<file path="config.mk">
export PLATFORM = sky130hd
export DESIGN_NAME = instruction_fetch_unit
export DESIGN_NICKNAME = d
export VERILOG_FILES = /design/src/rtl/instruction_fetch_unit.sv
export SDC_FILE = /design/constraint.sdc
export NUM_CORES = 1
export LEC_CHECK = 0
export CORE_UTILIZATION = 55
export CTS_CLUSTER_SIZE = 14
export DETAILED_ROUTE_END_ITERATION = 16
export GPL_ROUTABILITY_DRIVEN = 0
export PLACE_DENSITY = 0.85
export SYNTH_ARGS = -nofsm -noshare
export SYNTH_HDL_FRONTEND = slang
export SYNTH_SLANG_ARGS = --single-unit
</file>
<file path="constraint.sdc">
create_clock -name clock -period 5.6 [get_ports clock]
set_input_delay 1.4 -clock clock [delete_from_list [all_inputs] [get_ports clock]]
set_output_delay 1.4 -clock clock [all_outputs]
set_load 0.05 [all_outputs]
</file>
<file path="src/rtl/instruction_fetch_unit.sv">
// LEGv8 IF stage: PC ownership, single-outstanding imem fetch, IF/ID register and redirect/stall handling.
// Optional alignment trap on redirect targets is enabled by defining FETCH_ALIGN_CHECK_EN.
module instruction_fetch_unit #(
    parameter int                  PC_WIDTH = 64,
    parameter logic [PC_WIDTH-1:0] RESET_PC = '0,
    parameter int                  PC_STEP  = 4
) (
    input  logic                clock,
    input  logic                resetN,
    input  logic                stall,
    input  logic                redirect,
    input  logic [PC_WIDTH-1:0] redirectTarget,
    output logic                imemReq,
    output logic [PC_WIDTH-1:0] imemAddr,
    input  logic                imemReady,
    input  logic                imemValid,
    input  logic [31:0]         imemData,
    output logic                instrValid,
    output logic [31:0]         instruction,
    output logic [10:0]         opcode,
    output logic [PC_WIDTH-1:0] pcOut
`ifdef FETCH_ALIGN_CHECK_EN
    ,
    output logic                fetchFault
`endif
);

    typedef enum logic [2:0] {
        S_IDLE,
        S_REQ,
        S_WAIT,
        S_HOLD,
        S_HALT
    } state_t;

    state_t              state;
    logic [PC_WIDTH-1:0] pc;
    logic                squash;
    logic [31:0]         buf_word;
    logic [PC_WIDTH-1:0] buf_pc;

    logic [PC_WIDTH-1:0] target;
    logic [PC_WIDTH-1:0] pc_seq;
    logic                slot_free;
    logic                take_redirect;

`ifdef FETCH_ALIGN_CHECK_EN
    logic bad_target;
    assign target     = redirectTarget;
    assign bad_target = |redirectTarget[1:0];
`else
    // Without the trap, misaligned targets are silently rounded down to a word boundary.
    logic unused_target_bits;
    assign target             = {redirectTarget[PC_WIDTH-1:2], 2'b00};
    assign unused_target_bits = ^redirectTarget[1:0];
`endif

    assign pc_seq        = pc + PC_WIDTH'(PC_STEP);
    assign slot_free     = !instrValid || !stall;
    assign take_redirect = redirect && (state != S_HALT);

    // The request must drop combinationally in a redirect cycle, so it cannot be registered.
    assign imemReq  = (state == S_REQ) && slot_free && !redirect;
    assign imemAddr = pc;
    assign opcode   = instruction[31:21];

    // NOTE: buffer and IF/ID data are plain registers, so resetting them is cheap and keeps outputs defined.
    always_ff @(posedge clock or negedge resetN) begin
        if (!resetN) begin
            state       <= S_IDLE;
            pc          <= RESET_PC;
            squash      <= 1'b0;
            instrValid  <= 1'b0;
            instruction <= '0;
            pcOut       <= '0;
            buf_word    <= '0;
            buf_pc      <= '0;
`ifdef FETCH_ALIGN_CHECK_EN
            fetchFault  <= 1'b0;
`endif
        end else begin
            // NOTE: non-blocking assignments let later statements override earlier ones without ordering races.
            if (!stall) begin
                instrValid <= 1'b0;
            end

            case (state)
                S_IDLE: state <= S_REQ;

                S_REQ: begin
                    if (imemReq && imemReady) begin
                        state <= S_WAIT;
                    end
                end

                S_WAIT: begin
                    if (imemValid) begin
                        if (squash || redirect) begin
                            squash <= 1'b0;
                            state  <= S_REQ;
                        end else if (slot_free) begin
                            instrValid  <= 1'b1;
                            instruction <= imemData;
                            pcOut       <= pc;
                            pc          <= pc_seq;
                            state       <= S_REQ;
                        end else begin
                            buf_word <= imemData;
                            buf_pc   <= pc;
                            pc       <= pc_seq;
                            state    <= S_HOLD;
                        end
                    end else if (redirect) begin
                        squash <= 1'b1;
                    end
                end

                S_HOLD: begin
                    if (redirect) begin
                        state <= S_REQ;
                    end else if (!stall) begin
                        instrValid  <= 1'b1;
                        instruction <= buf_word;
                        pcOut       <= buf_pc;
                        state       <= S_REQ;
                    end
                end

                S_HALT: state <= S_HALT;

                default: state <= S_IDLE;
            endcase

            if (take_redirect) begin
                pc         <= target;
                instrValid <= 1'b0;
            end

`ifdef FETCH_ALIGN_CHECK_EN
            if (take_redirect && bad_target) begin
                fetchFault <= 1'b1;
                squash     <= 1'b0;
                instrValid <= 1'b0;
                state      <= S_HALT;
            end
`endif
        end
    end

endmodule
</file>
## Word-level counts from Yosys, hierarchy flattened

Cells that the tools add are included.

- Flip-flop bits (word level): 261
- Input bits: 102
- Logic and storage cells: 78
- Output and inout bits: 173

- Reductions and logical operators: 19
- Muxes and demuxes: 34
- Bitwise logic cells: 2
- Equal/unequal tests: 14
- $add $sub $neg: 1

Operators with widths:

| operator | count |
|---|---|
| 64-bit 2-to-1 mux | 9 |
| 32-bit 2-to-1 mux | 5 |
| 64-bit case mux with 2 select lines | 1 |
| 64-bit by 3-bit adder with 64-bit output (second input constant) | 1 |
| 32-bit case mux with 2 select lines | 1 |
| 3-bit case mux with 5 select lines | 1 |
| 3-bit 2-to-1 mux | 4 |
| 2-bit inequality test (second input constant) | 6 |
| 1-bit 2-to-1 mux | 10 |
| 3-bit AND reduction | 3 |
| 2-bit nonzero test | 4 |
| 3-bit by 2-bit == test with 1-bit output (second input constant) | 2 |
| 3-bit inequality test (second input constant) | 2 |
| 6-bit AND reduction | 1 |
| 1-bit logical AND | 4 |
| 2-bit 2-to-1 mux | 2 |
| 2-bit by 1-bit inequality test with 1-bit output (second input constant) | 2 |
| 4-bit AND reduction | 1 |
| 3-bit by 1-bit == test with 1-bit output (second input constant) | 1 |
| 3-bit == test (second input constant) | 1 |
| 1-bit zero test | 3 |
| 3-bit zero test | 1 |
| 1-bit logical OR | 2 |
| 1-bit NOT | 2 |
| 1-bit case mux with 2 select lines | 1 |

## Logic depth before layout (Yosys ltp)

Gate-level depths: netlist of run 1.

- Depth after elaboration: 7
- Mapped depth: 9
- Gate-level depth less buffers: 6

## Worst setup path after synthesis of run 1

Ideal clock, no wire load.

- Path type: input port to output port
- Start point: in redirect
- End point: out imemReq
- Slack: 1.966 ns
- Arrival time: 2.234 ns
- Data required time: 4.200 ns
- Cell stages on the path: 2
- Path buffers: 1
- Path through: clkbuf_1 nor2_1

- Longest elaborated chain between the ends: 2

Ends and longest elaborated chain:

| what | RTL line | RTL |
|---|---|---|
| from (decl) | 11 | `input logic redirect,` |
| 1-bit zero test | 63 | `assign imemReq = (state == S_REQ) && slot_free && !redirect;` |
| 1-bit logical AND | 63 |  |
| to (decl) | 13 | `output logic imemReq,` |

No other way between the ends.

## Final worst setup path of run 1

- Start point: in stall
- End point: out imemReq

- Longest elaborated chain between the ends: 4

Ends and longest elaborated chain:

| what | RTL line | RTL |
|---|---|---|
| from (decl) | 10 | `input logic stall,` |
| 1-bit zero test | n/a |  |
| 1-bit logical OR | 59 | `assign slot_free = !instrValid \|\| !stall;` |
| 1-bit logical AND (2 in a row) | 63 |  |

No other way between the ends.

==> impl_metrics.ini, run 1 <==
[route]
routed_via_density = 6.010
num_vias = 9911
wl_per_cell_um = 19.82
drt-total-wl_um = 32680
dr.pass1.iters = 5
drtIter0Drc = 647
antenna_left = 0
drc = 0

[synthesis]
ys_warn_count = 0
synth_top_family_by_area = multiplexers
ys.flop_type = dfrtp_1
avgSynthCellArea_sq_um = 10.61
synthAdderAreaFrac_pct = 0.1038
synth.area.mux_share_pct = 16.18
synth-compound-area-share_pct = 10.93
synth-xor-area-share_pct = 1.163
synth-seq-cells = 255
synthSimpleGateAreaFrac_pct = 14.69
synthArstFlopShare_pct = 100.0
syn_inst = 1136
synth_edf_count = 0
syn-cell-area_sq_mm = 0.01205
ys_seq_area_share_pct = 52.94
ys_types = 57

[critical_path]
crit_path_end_kind = output port
r2r-start = imemAddr[14]
path_class = primary input to output port
crit_path_start = stall
setup.worst_path.end = imemReq
reg2reg_slack_ns = 2.76
crit_required_ns = 4.20
worstPathArrival_ns = 3.15
worst_r2r_path_depth = 5
slowest_delay_ns = 0.81
cp-start-kind = primary input
crit_family = buffers and inverters
cpMaxStageDelayCell = clkdlybuf4s50_1
critical_path.cell_chain = clkdlybuf4s50_1 -> nand2_1 -> nand2_1 -> nor2_1 -> clkdlybuf4s50_1
cp.depth = 5
worst_r2r_endpoint = imemAddr[63]
cp_max_fo = 6
cp_num_buf_inv = 2

[floorplanning]
core_region_area_sq_mm = 0.02129
io_pins = 275
die_h_um = 150.0
die_area_sq_mm = 0.02251
num_rows = 53
die_w_um = 150.0
initial_core_util_pct = 56.63

[sta]
hold_violations = 0
fin_setup_tns_ns = 0
hold_ws_ns = 0.4742
tightest_slew_ns = 1.057
period_share_pct = 81.30
slew_headroom_pct = 29.55
setup_slack_ns = 1.047
rsz0062_at_grt = false
max_freq_mhz = 219.6
finalCriticalPeriod_ns = 4.553
setup-violations-final = 0
slew_viol_final = 0
skew_ns = 0.01717

[pwr]
comb_power_share_pct = 44.3
p_int_w = 0.004583
total_power_w = 0.008087
peakVddDrop_mv = 0.4043
switching_share_pct = 43.33
p_leak_nw = 7.338
clkPwrFrac_pct = 22.9
switchingPower_w = 0.003505
seq_power_share_pct = 32.8
p_per_area_mw_per_mm2 = 513.1

[layout]
fin_nets = 1454
layout_commonest_cell = clkdlybuf4s50_1
area_growth_pct = 30.76
n_fill_cell = 1472
multi_input_area_sq_mm = 0.005246
final_cell_mix = clkdlybuf4s50_1 (267), dfrtp_1 (255), nand2_1 (152), o21ai_0 (127), mux2i_1 (97)
drive_above_1_share_pct = 11.66
regArea_sq_mm = 0.006381
utilization_pct = 74.04

[clocking]
cts_setup_buffers = 0
cts_buffer_depth = 3
cts_sinks = 255
cts.hold.buffers_added = 0
insertion_delay_ns = 0.54
cts_resized = 0
cts_buffers = 28
cts_tree = done
cts.clk_slew.worst_paths_ns = 0.06
cts_root_buf = clkbuf_16
htree_levels = 1

[placement]
hpwl_um = 21500
port-buffer-count = 268
place_ws_ns = 1.068

[grt]
overflow = 0
track_usage_pct = 29.15
grt_pass1_vias = 9866
grt_max_degree = 138
grt_pass1_wl_um = 51870
antenna_found_initial = 1

[flow_run]
cap_violations = 0

[min_path]
hold_class = register to register
hold_start = pcOut[26]

[status]
status = finished, final reports clean
==> kinds of logic (layout without fill, tap and decap cells) <==
logic type | after synthesis | in the layout
other | 1 | 6
AND/OR/NAND/NOR | 355 | 355
AO/OA/AOI/OAI | 217 | 217
adder cells (fa/ha/maj) | 1 | 1
multiplexers | 184 | 184
flip-flops | 255 | 255
buffers and inverters | 107 | 340
XOR/XNOR | 16 | 16
==> metal layers <==
metal | vias to the layer above | share of wire (%) | global-route usage, %
li1 | 4545 | - | -
met1 | 4875 | 42 | 38.89
met2 | 402 | 47 | 47.11
met3 | 89 | 6.7 | 4.390
met4 | 0 | 4.1 | 13.13
met5 | - | 0 | 0
==> synthesized netlist by cell type, types with 3 or more instances <==
cell        n  area, sq um
a22oi_1    21        157.7
nor3_1     17        85.08
o311ai_0    3        26.28
o31ai_1     3        22.52
and2_1      6        37.54
nand3_1    39        195.2
or3_1       8        50.05
dfrtp_1   255         6381
inv_1      11        41.29
xnor2_1     8        70.07
a21oi_1     5        25.02
and3_1      8        50.05
or4_1      17        127.6
buf_1      11        41.29
a211oi_1   10        75.07
mux2i_1    97        970.9
nand2b_1    3        18.77
buf_2       4        20.02
a31oi_1     6        37.54
clkbuf_1   63        236.5
o21ai_0   127        635.6
xor2_1      8        70.07
nor2_1     37        138.9
and4_1      8        70.07
o211ai_1   20        150.1
buf_4      17        127.6
nand2_1   154        578.1
a222oi_1    3        30.03
nor4_1      9        56.30
o22ai_1     3        18.77
mux2_2     87        979.7
nand4_1    34        212.7
==> worst min-delay path by stage <==
| stage | to | cells after the start |
|---|---|---|
| global placement | buf_pc[35] | 2 |
| finish | pcOut[26] | 2 |
| CTS | instruction[5] | 2 |
| global route | pcOut[62] | 2 |
| detailed placement | instruction[5] | 2 |
| floorplan | buf_pc[24] | 2 |
==> worst min-delay path, cell delays in order (launching register included) <==
cell and delay, ns:
dfrtp_1 0.34, nand2_1 0.05, o21ai_0 0.06
==> layout make-up <==
class                   count  share of cell area (%)
well taps                 275                   2.183
repair buffers            278                   17.77
multi-input cells         777                   33.29
diodes                      2                 0.03175
clock inverters             9                  0.5001
clock buffers              42                   5.485
inverters                  11                  0.2620
flip-flops and latches    255                   40.49
==> metrics by stage <==
step / area (sq um) / std cells
6_report: 15760 / 1649
5_1_grt: 15760 / 1648
4_1_cts: 15760 / 1647
3_5_place_dp: 14810 / 1596
3_3_place_gp: 14810 / 1596
2_1_floorplan: 12070 / 1139
==> flip-flops by register name (all words and copies together), names as in the netlist <==
name         cells
pcOut           62
buf_pc          62
imemAddr        62
state            3
instruction     32
instrValid       1
buf_word        32
squash           1
==> power by group through the flow <==
stage | Combinational [W] | Clock [W] | Sequential [W]
final | 0.00359 | 0.00185 | 0.00265
after detailed placement | 0.00359 | 0 | 0.00267
after global placement | 0.00353 | 0 | 0.00265
after floorplan | 0.00111 | 0 | 0.00393
after CTS | 0.00361 | 0.00187 | 0.00265
after global routing | 0.00378 | 0.00195 | 0.00271
No activity file was read; power rests on OpenSTA's default activity.
==> inputs of run 2 (changes only) <==
CORE_UTILIZATION = 51   (was 55)
PLACE_DENSITY = 0.8   (was 0.85)
clock period = 4.7 ns   (was 5.6 ns; I/O delays follow)
==> run 2 against run 1 <==
Register-to-register slack worse by 0.98 ns. Highest routed layer unchanged. Power up 20%. Critical path type unchanged. Critical endpoint unchanged. Critical path depth did not move. Wire length barely moved. Non-clock buffer count rose by 9.
==> impl_metrics.ini, run 2 (same netlist as run 1, synthesis figures left out) <==
[sta]
slew_headroom_pct = 35.10
tightest_slew_ns = 0.9646
hold_violations = 0
rsz0062_at_grt = false
finalCriticalPeriod_ns = 4.124
setup_slack_ns = 0.5758
skew_ns = 0.01165
setup-violations-final = 0
slew_viol_final = 0
max_freq_mhz = 242.5
fin_setup_tns_ns = 0
period_share_pct = 87.75

[floorplanning]
die_area_sq_mm = 0.02425
num_rows = 55
initial_core_util_pct = 52.60
core_region_area_sq_mm = 0.02292
die_h_um = 155.7
die_w_um = 155.7
io_pins = 275

[clocking]
htree_levels = 1
cts_resized = 0
cts_buffer_depth = 3
cts_tree = done
cts.hold.buffers_added = 0
cts_setup_buffers = 0
insertion_delay_ns = 0.53
cts_sinks = 255
cts_root_buf = clkbuf_16
cts.clk_slew.worst_paths_ns = 0.05
cts_buffers = 27

[layout]
fin_nets = 1462
layout_commonest_cell = clkdlybuf4s50_1
final_cell_area_sq_mm = 0.01591
area_growth_pct = 31.98
final_cell_mix = clkdlybuf4s50_1 (267), dfrtp_1 (255), nand2_1 (152), o21ai_0 (127), mux2i_1 (97)
drive_above_1_share_pct = 12.19
utilization_pct = 69.42

[route]
routed_via_density = 5.791
antenna_left = 0
dr.pass1.iters = 5
drc = 0
drtIter0Drc = 748
drt-total-wl_um = 32700
wl_per_cell_um = 19.32
num_vias = 9805

[grt]
grt_pass1_vias = 9796
antenna_found_initial = 2
grt_pass1_wl_um = 52500
grt_max_degree = 93
track_usage_pct = 27.26
overflow = 0

[min_path]
hold_class = register to register
min_path_cells = 2
hold_start = pcOut[35]
holdPathEnd = pcOut[35]

[critical_path]
cp_max_fo = 6
reg2reg_slack_ns = 1.78
worstPathArrival_ns = 2.95
cp-start-kind = primary input
r2r-start = imemAddr[5]
worst_r2r_endpoint = imemAddr[49]
path_class = primary input to output port
crit_path_end_kind = output port
worst_r2r_path_depth = 5
crit_required_ns = 3.52

[placement]
post_dp_cell_area_sq_mm = 0.01495
hpwl_um = 22490
place_ws_ns = 0.6208
port-buffer-count = 268

[pwr]
p_leak_nw = 7.402
p_per_area_mw_per_mm2 = 609.0
total_power_w = 0.009688
peakVddDrop_mv = 0.3983

[flow_run]
cap_violations = 0

[status]
status = finished, final reports clean
run 2: critical path, cell delays in order:
cell and delay, ns:
clkdlybuf4s50_1 0.55, nand2_1 0.18, nand2_1 0.09, nor2_1 0.12, clkdlybuf4s50_1 0.82
run 2: per-stage QoR:
stage	cells	hold slack (ns)
floorplan	1139	0.4492
global placement	1643	0.4595
detailed placement	1643	0.4691
CTS	1691	0.4823
global route	1693	0.4918
finish	1693	0.4775
run 2: final cells by class:
| class | count | area [sq um] |
|---|---|---|
| Timing Repair Buffer | 287 | 2893 |
| Clock buffer | 37 | 793.3 |
| Antenna cell | 2 | 5.005 |
| Fill cell | 1761 | 7007 |
| Sequential cell | 255 | 6381 |
| Multi-Input combinational cell | 777 | 5246 |
| Tap cell | 313 | 391.6 |
| Inverter | 11 | 41.29 |
| Clock inverter | 11 | 157.7 |
run 2: worst max path at each step:
| stage | startpoint | endpoint | slack (ns) |
|---|---|---|---|
| floorplan | redirect | imemReq | 1.52 |
| global placement | stall | imemReq | 0.65 |
| detailed placement | stall | imemReq | 0.62 |
| CTS | stall | imemReq | 0.61 |
| global route | stall | imemReq | 0.53 |
| finish | stall | imemReq | 0.58 |
run 2: metal layers:
metal	track usage, %	share of wire (%)	wire (um)
met4	10.64	3.4	1120
met5	0	0	0
met2	44.76	48	15570
met3	4.167	6.3	2071
met1	36.48	43	13950
run 2: power by group:
| part | internal (W) | leakage [nW] | total, W | switching (W) |
|---|---|---|---|---|
| Clock | 0.00139 | 0.473 | 0.00225 | 0.000858 |
| Sequential | 0.00270 | 3.26 | 0.00316 | 0.000453 |
| Combinational | 0.00144 | 3.67 | 0.00428 | 0.00284 |
==> inputs of run 3 (changes only) <==
RECOVER_POWER = 100   (was not set)
==> run 3 against run 2 <==
The flow now finishes with violations (max-capacitance violations, max-slew violations). Die area unchanged. Via count about the same. Combinational power decreased by 4%. First-iteration DRC count decreased by 5.5%. Utilization decreased by 0.40 points. Maximum frequency decreased by 1.6%. Setup slack got worse by 0.067 ns. Sequential power about the same. Wire length decreased by 0.16%. Sequential share of layout area increased by 0.23 points.
==> impl_metrics.ini, run 3 (same netlist as run 1, synthesis figures left out) <==
[status]
status = finished with violations
violations = max-capacitance violations, max-slew violations

[grt]
antenna_found_initial = 2
track_usage_pct = 27.26
grt_pass1_wl_um = 52500
overflow = 0
grt_max_degree = 93
grt_pass1_vias = 9796

[critical_path]
crit_required_ns = 5.11
crit_path_end_kind = register
cp-start-kind = primary input
cp_num_buf_inv = 2
cpMaxStageDelayCell = nand3_1
cp.depth = 6
path_class = primary input to register
slowest_delay_ns = 0.94
cp_max_fo = 39
worst_r2r_path_depth = 5
worstPathArrival_ns = 4.60
crit_family = simple AND/OR/NAND/NOR gates
critical_path.cell_chain = dlygate4sd3_1 -> or2_2 -> nor2_1 -> nand3_1 -> buf_2 -> mux2_2

[sta]
rsz0062_at_grt = false
slew_viol_final = 171
skew_ns = 0.01201
max_freq_mhz = 238.6
finalCriticalPeriod_ns = 4.192
tightest_slew_ns = 2.697
slew_headroom_pct = -80.24
fin_setup_tns_ns = 0
hold_violations = 0
period_share_pct = 89.18
setup-violations-final = 0

[layout]
utilization_pct = 69.02
fin_nets = 1462
final_cell_mix = dfrtp_1 (255), dlygate4sd3_1 (171), nand2_1 (153), o21ai_0 (127), mux2i_1 (97)
layout_commonest_cell = dfrtp_1
area_growth_pct = 31.21
drive_above_1_share_pct = 11.47

[clocking]
htree_levels = 1
cts.hold.buffers_added = 0
cts_buffers = 27
cts_tree = done
cts.clk_slew.worst_paths_ns = 0.06
cts_resized = 0
cts_sinks = 255
cts_root_buf = clkbuf_16
cts_buffer_depth = 3
cts_setup_buffers = 0
insertion_delay_ns = 0.53

[placement]
port-buffer-count = 268
hpwl_um = 22490

[floorplanning]
die_w_um = 155.7
num_rows = 55
die_area_sq_mm = 0.02425
die_h_um = 155.7
initial_core_util_pct = 52.60
core_region_area_sq_mm = 0.02292
io_pins = 275

[route]
drc = 0
routed_via_density = 5.794
drtIter0Drc = 707
wl_per_cell_um = 19.29
dr.pass1.iters = 6
drt-total-wl_um = 32650
num_vias = 9810
antenna_left = 0

[pwr]
p_leak_nw = 7.501
p_per_area_mw_per_mm2 = 600.8
peakVddDrop_mv = 0.3811

[min_path]
hold_class = register to register
min_path_cells = 2

[flow_run]
cap_violations = 3
[run 3: cell types whose count changed in the layout (fill, tap and decap cells not counted), moves of 3 or more]
| cell | before | now |
|---|---|---|
| clkdlybuf4s50_1 | 267 | 96 |
| clkbuf_2 | 0 | 3 |
| buf_4 | 14 | 6 |
| clkbuf_1 | 2 | 8 |
| dlygate4sd3_1 | 0 | 171 |
[run 3: worst min-delay path, stage by stage (launching register included)]
cell and delay [ns]:
dfrtp_1 0.33, nand2_1 0.05, o21ai_0 0.06
[run 3: final cells by class]
class | instances | area (sq um)
Inverter | 11 | 41.29
Fill cell | 1774 | 7099
Clock buffer | 37 | 793.3
Multi-Input combinational cell | 777 | 5221
Antenna cell | 2 | 5.005
Sequential cell | 255 | 6381
Tap cell | 313 | 391.6
Clock inverter | 11 | 157.7
Timing Repair Buffer | 287 | 2825
[run 3: final timing paths]
check | from | end | slack, ns
max in group asynchronous | resetN | instruction[27] | 1.23
min in group asynchronous | resetN | buf_word[30] | 1.33
max reg2reg | state[1] | state[1] | 1.01
min reg2reg | pcOut[35] | pcOut[35] | 0.47
min | pcOut[35] | pcOut[35] | 0.47
max | redirect | buf_word[18] | 0.51
[run 3: through the flow]
stage	total power, W	hold slack [ns]	instances	area [sq um]	worst slack (ns)
2_1_floorplan	0.005996	0.4492	1139	12070	1.516
3_3_place_gp	0.007381	0.4595	1643	14950	0.6462
3_5_place_dp	0.007465	0.4691	1643	14950	0.6208
4_1_cts	0.009752	0.4823	1691	15900	0.6077
5_1_grt	0.009940	0.4867	1693	15820	0.2955
6_report	0.009503	0.4721	1693	15820	0.5084
[run 3: power by group]
part | switching, W | total (W) | internal [W]
clock network | 0.000862 | 0.00225 | 0.00139
logic | 0.00284 | 0.00412 | 0.00129
registers | 0.000425 | 0.00313 | 0.00270
[run 3: per-layer routing]
layer	vias up	GRT usage [%]	routed length (um)
li1	4578	-	-
met1	4780	36.48	13910
met3	80	4.167	2089
met2	372	44.76	15530
met4	0	10.64	1123
met5	-	0	0
